**config.mk**
```make
export PLATFORM = sky130hd
export DESIGN_NAME = edge_capture_fifo
export DESIGN_NICKNAME = d
export VERILOG_FILES = /design/src/rtl/edge_capture_fifo_pkg.sv /design/src/rtl/sync_fifo_fwft.sv /design/src/rtl/edge_capture_fifo.sv
export SDC_FILE = /design/constraint.sdc
export NUM_CORES = 2
export LEC_CHECK = 0
export ABC_AREA = 1
export BUFFER_PORTS_ARGS = -buffer_cell sky130_fd_sc_hd__buf_2
export CAP_MARGIN = 40
export CORE_MARGIN = 2
export CORE_UTILIZATION = 51
export DETAILED_ROUTE_END_ITERATION = 8
export GPL_ROUTABILITY_DRIVEN = 0
export GPL_TIMING_DRIVEN = 0
export PLACE_DENSITY_LB_ADDON = 0.3
export SETUP_SLACK_MARGIN = 0.3
export SYNTH_ARGS = -nofsm -noshare
export SYNTH_HDL_FRONTEND = slang
export SYNTH_HIERARCHICAL = 1
export SYNTH_SLANG_ARGS = --single-unit
export TNS_END_PERCENT = 30
```
**constraint.sdc**
```tcl
create_clock -name clock -period 20.9 [get_ports clock]
set_input_delay 6.27 -clock clock [delete_from_list [all_inputs] [get_ports clock]]
set_output_delay 6.27 -clock clock [all_outputs]
set_load 0.01 [all_outputs]
```
**src/rtl/edge_capture_fifo_pkg.sv**
```systemverilog
// Shared widths and the default-sized entry layout for edge_capture_fifo.
// Optional timestamp field: EDGE_CAPTURE_FIFO_TIMESTAMP_EN.
package edge_capture_pkg;

   localparam int DEF_N_SIG  = 4;
   localparam int DEF_DATA_W = 256;
   localparam int DEF_DEPTH  = 8;
   localparam int DEF_CNT_W  = 16;
   localparam int DEF_TS_W   = 32;

   localparam int PTR_W = $clog2(DEF_DEPTH);
   localparam int LVL_W = PTR_W + 1;

   // Occupancy must represent DEPTH itself, hence one bit beyond the pointer.
   function automatic int lvl_w(input int depth);
      return $clog2(depth) + 1;
   endfunction

   typedef struct packed {
      logic [DEF_N_SIG-1:0]  rise;
      logic [DEF_N_SIG-1:0]  fall;
      logic [DEF_DATA_W-1:0] data;
`ifdef EDGE_CAPTURE_FIFO_TIMESTAMP_EN
      logic [DEF_TS_W-1:0]   ts;
`endif
   } entry_t;

endpackage

```
**src/rtl/sync_fifo_fwft.sv**
```systemverilog
// Register-array FIFO with first-word-fall-through head; head reads 0 while empty.
// A write into a full FIFO succeeds when a read happens in the same cycle.
module sync_fifo_fwft #(
   parameter int WIDTH = 8,
   parameter int DEPTH = 8
)(
   input  logic                     clock,
   input  logic                     reset,
   input  logic                     wr_en,
   input  logic [WIDTH-1:0]         wr_data,
   input  logic                     rd_en,
   output logic [WIDTH-1:0]         rd_data,
   output logic                     full,
   output logic                     empty,
   output logic [$clog2(DEPTH):0]   level
);

   localparam int PTR_W = $clog2(DEPTH);

   logic [WIDTH-1:0] mem [DEPTH];
   logic [PTR_W-1:0] wr_ptr, rd_ptr;
   logic             do_wr, do_rd;

   assign empty = (level == '0);
   assign full  = (level == (PTR_W+1)'(DEPTH));
   assign do_rd = rd_en & ~empty;
   assign do_wr = wr_en & (~full | do_rd);

   assign rd_data = empty ? '0 : mem[rd_ptr];

   // Storage needs no reset: the head is masked while empty.
   always_ff @(posedge clock) begin
      if (do_wr) mem[wr_ptr] <= wr_data;
   end

   always_ff @(posedge clock or negedge reset) begin
      if (!reset) begin
         wr_ptr <= '0;
         rd_ptr <= '0;
         level  <= '0;
      end else begin
         if (do_wr) wr_ptr <= wr_ptr + PTR_W'(1);
         if (do_rd) rd_ptr <= rd_ptr + PTR_W'(1);
         case ({do_wr, do_rd})
            2'b10:   level <= level + (PTR_W+1)'(1);
            2'b01:   level <= level - (PTR_W+1)'(1);
            default: level <= level;
         endcase
      end
   end

endmodule

```
**src/rtl/edge_capture_fifo.sv**
```systemverilog
// Per-strobe rise/fall detection feeding a FWFT FIFO, with event/drop statistics.
// Define EDGE_CAPTURE_FIFO_TIMESTAMP_EN to store a cycle timestamp per entry (out_ts).
module edge_capture_fifo
   import edge_capture_pkg::*;
#(
   parameter int N_SIG  = DEF_N_SIG,
   parameter int DATA_W = DEF_DATA_W,
   parameter int DEPTH  = DEF_DEPTH,
   parameter int CNT_W  = DEF_CNT_W,
   parameter int TS_W   = DEF_TS_W
)(
   input  logic                     clock,
   input  logic                     reset,
   input  logic [N_SIG-1:0]         sig_in,
   input  logic [DATA_W-1:0]        data_in,
   input  logic                     out_ready,
   output logic                     out_valid,
   output logic [N_SIG-1:0]         out_rise,
   output logic [N_SIG-1:0]         out_fall,
   output logic [DATA_W-1:0]        out_data,
   output logic [CNT_W-1:0]         event_cnt,
   output logic [CNT_W-1:0]         drop_cnt,
   output logic                     overflow,
   output logic [lvl_w(DEPTH)-1:0]  level
`ifdef EDGE_CAPTURE_FIFO_TIMESTAMP_EN
   ,output logic [TS_W-1:0]         out_ts
`endif
);

   typedef struct packed {
      logic [N_SIG-1:0]  rise;
      logic [N_SIG-1:0]  fall;
      logic [DATA_W-1:0] data;
`ifdef EDGE_CAPTURE_FIFO_TIMESTAMP_EN
      logic [TS_W-1:0]   ts;
`endif
   } cap_entry_t;

   logic [N_SIG-1:0] prev_sig, rise, fall;
   logic             push_req, pop, accept, drop;
   logic             full, empty;
   cap_entry_t       wr_entry, head;

   assign rise     = sig_in & ~prev_sig;
   assign fall     = ~sig_in & prev_sig;
   assign push_req = |(rise | fall);
   assign out_valid = ~empty;
   assign pop      = out_valid & out_ready;
   // A pop in the same cycle frees the slot a full FIFO needs.
   assign accept   = push_req & (~full | pop);
   assign drop     = push_req & ~accept;

`ifdef EDGE_CAPTURE_FIFO_TIMESTAMP_EN
   logic [TS_W-1:0] ts_cnt;

   always_ff @(posedge clock or negedge reset) begin
      if (!reset) ts_cnt <= '0;
      else        ts_cnt <= ts_cnt + TS_W'(1);
   end

   assign wr_entry = '{rise: rise, fall: fall, data: data_in, ts: ts_cnt};
   assign out_ts   = head.ts;
`else
   assign wr_entry = '{rise: rise, fall: fall, data: data_in};
`endif

   sync_fifo_fwft #(
      .WIDTH ($bits(cap_entry_t)),
      .DEPTH (DEPTH)
   ) u_fifo (
      .clock   (clock),
      .reset   (reset),
      .wr_en   (accept),
      .wr_data (wr_entry),
      .rd_en   (pop),
      .rd_data (head),
      .full    (full),
      .empty   (empty),
      .level   (level)
   );

   assign out_rise = head.rise;
   assign out_fall = head.fall;
   assign out_data = head.data;

   always_ff @(posedge clock or negedge reset) begin
      if (!reset) begin
         prev_sig  <= '0;
         event_cnt <= '0;
         drop_cnt  <= '0;
         overflow  <= 1'b0;
      end else begin
         prev_sig <= sig_in;
         if (accept) event_cnt <= event_cnt + CNT_W'(1);
         if (drop) begin
            overflow <= 1'b1;
            if (drop_cnt != '1) drop_cnt <= drop_cnt + CNT_W'(1);
         end
      end
   end

endmodule

```
======== Yosys cells after proc, flatten, opt, wreduce, memory -nomap -nowiden ========
Memory sizes are Yosys's and may differ from the RTL's.
Cells that the tools add are included.
storage, ports and cells
  bits in registers ....................... 47
  output and inout bits ................... 302
  RAM bits ................................ 2112
  memories kept ........................... 1
cells by class
  $add $sub $neg .......................... 6
  mux-type cells .......................... 4
  equal/unequal tests ..................... 4
  reduce and logical (&&, ||, !) cells .... 4
  bitwise operators ....................... 15
memories
  memory      depth  bits a word  read ports  clocked after memory_dff  wr ports  line                  text
  u_fifo.mem  8      264          1           0                         1         sync_fifo_fwft.sv:20  logic [WIDTH-1:0] mem [DEPTH];
operator list
  operator                 count
  $mux W264                1
  $add A16 B1 Y16 const B  2
  $ne A16 B16 Y1 const B   1
  $and A4 B4 Y4            2
  $not A4 Y4               2
  $pmux W4 S2              1
  $add A3 B1 Y3 const B    2
  $and A1 B1 Y1            5
  $add A4 B1 Y4 const B    1
  $eq A4 B4 Y1 const B     1
  $logic_not A4 Y1         1
  $or A4 B4 Y4             1
  $reduce_or A4 Y1         1
  $sub A4 B1 Y4 const B    1
  $not A1 Y1               3
  $eq A2 B1 Y1 const B     1
  $eq A2 B2 Y1 const B     1
  $mux W1                  2
  $or A1 B1 Y1             2
  $reduce_and A2 Y1        1
  $reduce_bool A2 Y1       1

======== Logic depth before layout (Yosys ltp) ========
  depth after elaboration ................. 8
  gate-level depth with buffers ........... 17

======== Cells and area by module ========
The synthesis kept the hierarchy.
modules (own cells, without submodules)
  module             instances  area each (um^2)  cells each
  sync_fifo_fwft     1          83181.0           6594
  edge_capture_fifo  1          2213.4            295

======== Least setup slack after synthesis ========
Ideal clock, no wire load.
  path kind ............................... input port to flip-flop
  from .................................... in sig_in[1]
  to ...................................... mem u_fifo/mem[7][0] in the netlist's numbering (enable)
  path buffers ............................ 0
  data arrival time ....................... 24.997 ns
  stages on the path ...................... 7
  slack ................................... -5.312 ns
  cells stage by stage .................... inv_1 > ha_1 > nand4_1 > nand2_1 > inv_2 > nand2_1 > nor3_1
on the way
  word-level cells in the longest chain between the ends .. 8
  elaborated cells on any way between the ends .. 9
  those cells by class .................... 2 x mux; 6 x bitwise; 1 x reduce/logical
ends and longest elaborated chain
  element                          line                     text
  from (decl)                      edge_capture_fifo.sv:14  input logic [N_SIG-1:0] sig_in,
  $not A4 Y4                       edge_capture_fifo.sv:45  assign fall = ~sig_in & prev_sig;
  $and A4 B4 Y4                    edge_capture_fifo.sv:45
  $or A4 B4 Y4 *                   edge_capture_fifo.sv:46  assign push_req = |(rise | fall);
  $reduce_or A4 Y1 *               edge_capture_fifo.sv:46
  $and A1 B1 Y1 *                  edge_capture_fifo.sv:50  assign accept = push_req & (~full | pop);
  via accept                       edge_capture_fifo.sv:40  logic push_req, pop, accept, drop;
  $and A1 B1 Y1 *                  sync_fifo_fwft.sv:27     assign do_wr = wr_en & (~full | do_rd);
  $mux W1 *                        sync_fifo_fwft.sv:33     if (do_wr) mem[wr_ptr] <= wr_data;
  $mux W1 (implied by the code) *  sync_fifo_fwft.sv:33
  to (decl)                        sync_fifo_fwft.sv:20
The timed path passes the listed nets; every way through them passes the cells marked *.

======== Worst setup path in the final report ========
  from .................................... reg u_fifo.rd_ptr[0]
  to ...................................... out out_data[179]
on the way
  word-level cells in the longest chain between the ends .. 2
ends and longest elaborated chain
  element                 line                     text
  from (decl)             sync_fifo_fwft.sv:21     logic [PTR_W-1:0] wr_ptr, rd_ptr;
  from (signal assigned)  sync_fifo_fwft.sv:43     if (do_rd) rd_ptr <= rd_ptr + PTR_W'(1);
  $mem_v2 Z8 W264         -
  $mux W264               sync_fifo_fwft.sv:29     assign rd_data = empty ? '0 : mem[rd_ptr];
  to (decl)               edge_capture_fifo.sv:20  output logic [DATA_W-1:0] out_data,
No other way between the ends.

==> flow_summary.toml <==
[yosys]
yosysWarningCount = 6
syn-num-nets = 7167
yosysTopAreaCell = "edfxtp_1"
synthDominantCellAreaShare_pct = 74.3
synth.distinct_cells = 28
yosys_register_bits = 2159
synth_area_mm2 = 0.0854
synth_area_leaders = "edfxtp_1 74%, nor2_1 9.5%, o21ai_0 8.3%, o21ai_1 2.6%, dfrtp_1 1.4%"
synthCells = 6889
ys_seq_area_share_pct = 75.6
postSynthAreaPerCell_um2 = 12.4

[worst_setup_path]
worst-path-buf-inv = 6
criticalPathCategory = "reg2out"
cp.required_ns = 14.63
path_cells = "inv_2 -> buf_4 -> buf_4 -> buf_2 -> clkbuf_1 -> nor2_1 -> o21ai_1 -> nor2_1 -> nor2_1 -> buf_2"
arrival_ns = 4.22
path_delay_family = "buffers and inverters"
slowest_stage = "clkbuf_1"
critPathMaxStageDelay_ns = 0.59
setup.worst_path.end_class = "output pin"
crit_path_start_kind = "flip-flop"
cpMostUsedCell = "nor2_1"
crit_fanout = 10

[detailed_routing]
num_vias = 59200
drc = 0
routed_via_density = 5.76
detail_route.first_pass.iterations = 5
ant_nets = 0
drt-initial-drc-count = 6894
totalWireLength_um = 245000
wl_per_cell_um = 23.9

[flow_run]
maxCapViolCount = 0

[finish]
regArea_mm2 = 0.0646
layout_common_cells = "2148 x nor2_1, 2112 x edfxtp_1, 1412 x o21ai_0"
layout.cells.non_filler = 10300
multi_input_area_mm2 = 0.0187
nets = 8149
area_delta_synth_final_pct = 17.8
design_area_mm2 = 0.101
fillers = 12900
final_common_cell = "nor2_1"
layout-drive-gt1-share_pct = 15.5

[grt]
grt_pass1_wl_um = 353000
grt_overflow = 0
grt_pass1_vias = 55600
grt_usage_pct = 27.9
grt_start_max_net_pins = 30
grt_antenna_before_repair = 90

[cts]
h-tree-depth = 4
cts_made_buffers = 209
cts_resized = 0
cts_tree = "yes"
cts_sinks = 2159
postCtsSetupRepairBufs = 0
cts.clk_slew.worst_paths_ns = 0.06
clk_latency_ns = 0.88
cts.path.max_buffers = 3
holdBufCountCts = 0
root_buffer = "clkbuf_16"

[timing]
hold_viol = 0
worst_pin_slew_ns = 0.910
finClkSkew_ns = 0.0594
fin_crit_sh_pct = 50.2
fin_ws_ns = 10.41
holdWs_ns = 0.495
fmax_mhz = 95.3
layout_min_cycle_time_ns = 10.49
slew_viol_final = 0
rsz0062_at_grt = "false"
relSlewSlack_pct = 39.3
setup_viol = 0
setup_tns_ns = 0

[floorplanning]
initial_utilization_pct = 51.2
rows = 150
placeableCoreArea_mm2 = 0.167
die_h_um = 413
die_width_um = 413
design.die.area_mm2 = 0.171
ios = 565

[power_and_ir_drop]
p_leak_uw = 0.0349
vdd_drop_max_mv = 0.0996
powerDensity_mw_per_mm2 = 166

[placement]
dp_slack_ns = 10.09
place_area_mm2 = 0.0936
hpwl_um = 164000
dp.cells = 9864
port_buffers = 564

[run_status]
status = "finished clean"

[worst_hold_path]
hold_class = "reg2reg"
cell type report:
| type | instances | share of cell area, % |
|---|---|---|
| antenna | 28 | 0.0697 |
| buffer | 440 | 1.97 |
| clock buffer | 256 | 5.46 |
| clock inverter | 133 | 1.41 |
| inverter | 53 | 0.198 |
| multi-input combinational | 4237 | 18.6 |
| sequential | 2159 | 64.2 |
| tap | 2204 | 2.74 |
| timing repair buffer | 771 | 5.37 |
cell usage after synthesis:
master    number
a21oi_1        3
and2_1         1
buf_1         24
buf_2         93
buf_4         28
buf_6         14
clkbuf_1     281
dfrtp_1       47
edfxtp_1    2112
fa_1           1
ha_1          14
inv_1         47
inv_2          6
nand2_1      128
nand2_2        7
nand3_1       23
nand3_2        1
nand3b_1       4
nand4_1       14
nor2_1      2152
nor2_2         5
nor2_4         2
nor3_1         5
o21ai_0     1412
o21ai_1      442
o21ai_2        7
xnor2_1        3
xor2_1        13
sequential cells by signal, indices dropped and copies added (netlist names):
signal and count:
u_fifo/rd_ptr 3, u_fifo/level 4, drop_cnt 16, u_fifo/wr_ptr 3, u_fifo/mem 2112, overflow 1
prev_sig 4, event_cnt 16
metrics by stage:
stage,utilization [%],total power (uW)
2_1_floorplan,-,10400
3_3_place_gp,54.6,13700
3_5_place_dp,56.2,12900
4_1_cts,60.3,16700
5_1_grt,60.3,17500
6_report,60.4,16700
kinds of logic (layout without fill, tap and decap cells):
logic type	after synthesis	in the layout	share of synthesized area, %
simple gates	2342	2342	10.5
flops	2159	2159	75.6
compound gates	1864	1864	11.0
buf+inv	493	1653	2.55
xor+xnor	16	16	0.164
fa+ha+maj	15	15	0.229
other cells	0	28	0
path summary, 6_finish.rpt:
path | startpoint | slack, ns | endpoint | cells past startpoint
setup reg to reg | u_fifo/level[0] | 15.42 | u_fifo/mem[1][136] | 18
hold reg to reg | overflow | 0.49 | overflow | 2
setup / recovery | u_fifo/rd_ptr[0] | 10.41 | out_data[179] | 10
hold / removal | overflow | 0.49 | overflow | 2
min in group asynchronous | reset | 5.42 | event_cnt[14] | 1
max in group asynchronous | reset | 14.88 | u_fifo/level[0] | 2
report_power, final:
part / internal (uW) / total, uW / switching (uW)
clock network: 2140 / 3770 / 1640
logic: 1960 / 6770 / 4810
registers: 5970 / 6210 / 240
total: 10100 / 16700 / 6690
worst reg2reg max path, cell delays in order, from the launching register on:
cell and delay [ns]:
dfrtp_1 0.46, nor2_1 0.09, nand2_1 0.33, buf_1 0.49, inv_1 0.19, o21ai_1 0.16
nand2_1 0.26, inv_2 0.30, nand2_1 0.25, nor3_2 0.49, buf_4 0.32, buf_4 0.25
buf_4 0.24, buf_4 0.24, buf_6 0.19, buf_4 0.22, buf_4 0.24, buf_4 0.23
buf_4 0.23
per-layer routing:
layer / wire length (um) / global-route usage [%] / vias up
li1: - / - / 26600
met1: 94700 / 37.3 / 28900
met2: 115000 / 44.1 / 3090
met3: 25000 / 6.70 / 605
met4: 10000 / 11.7 / 82
met5: 517 / 0 / -
No activity file was read; power rests on OpenSTA's default activity.
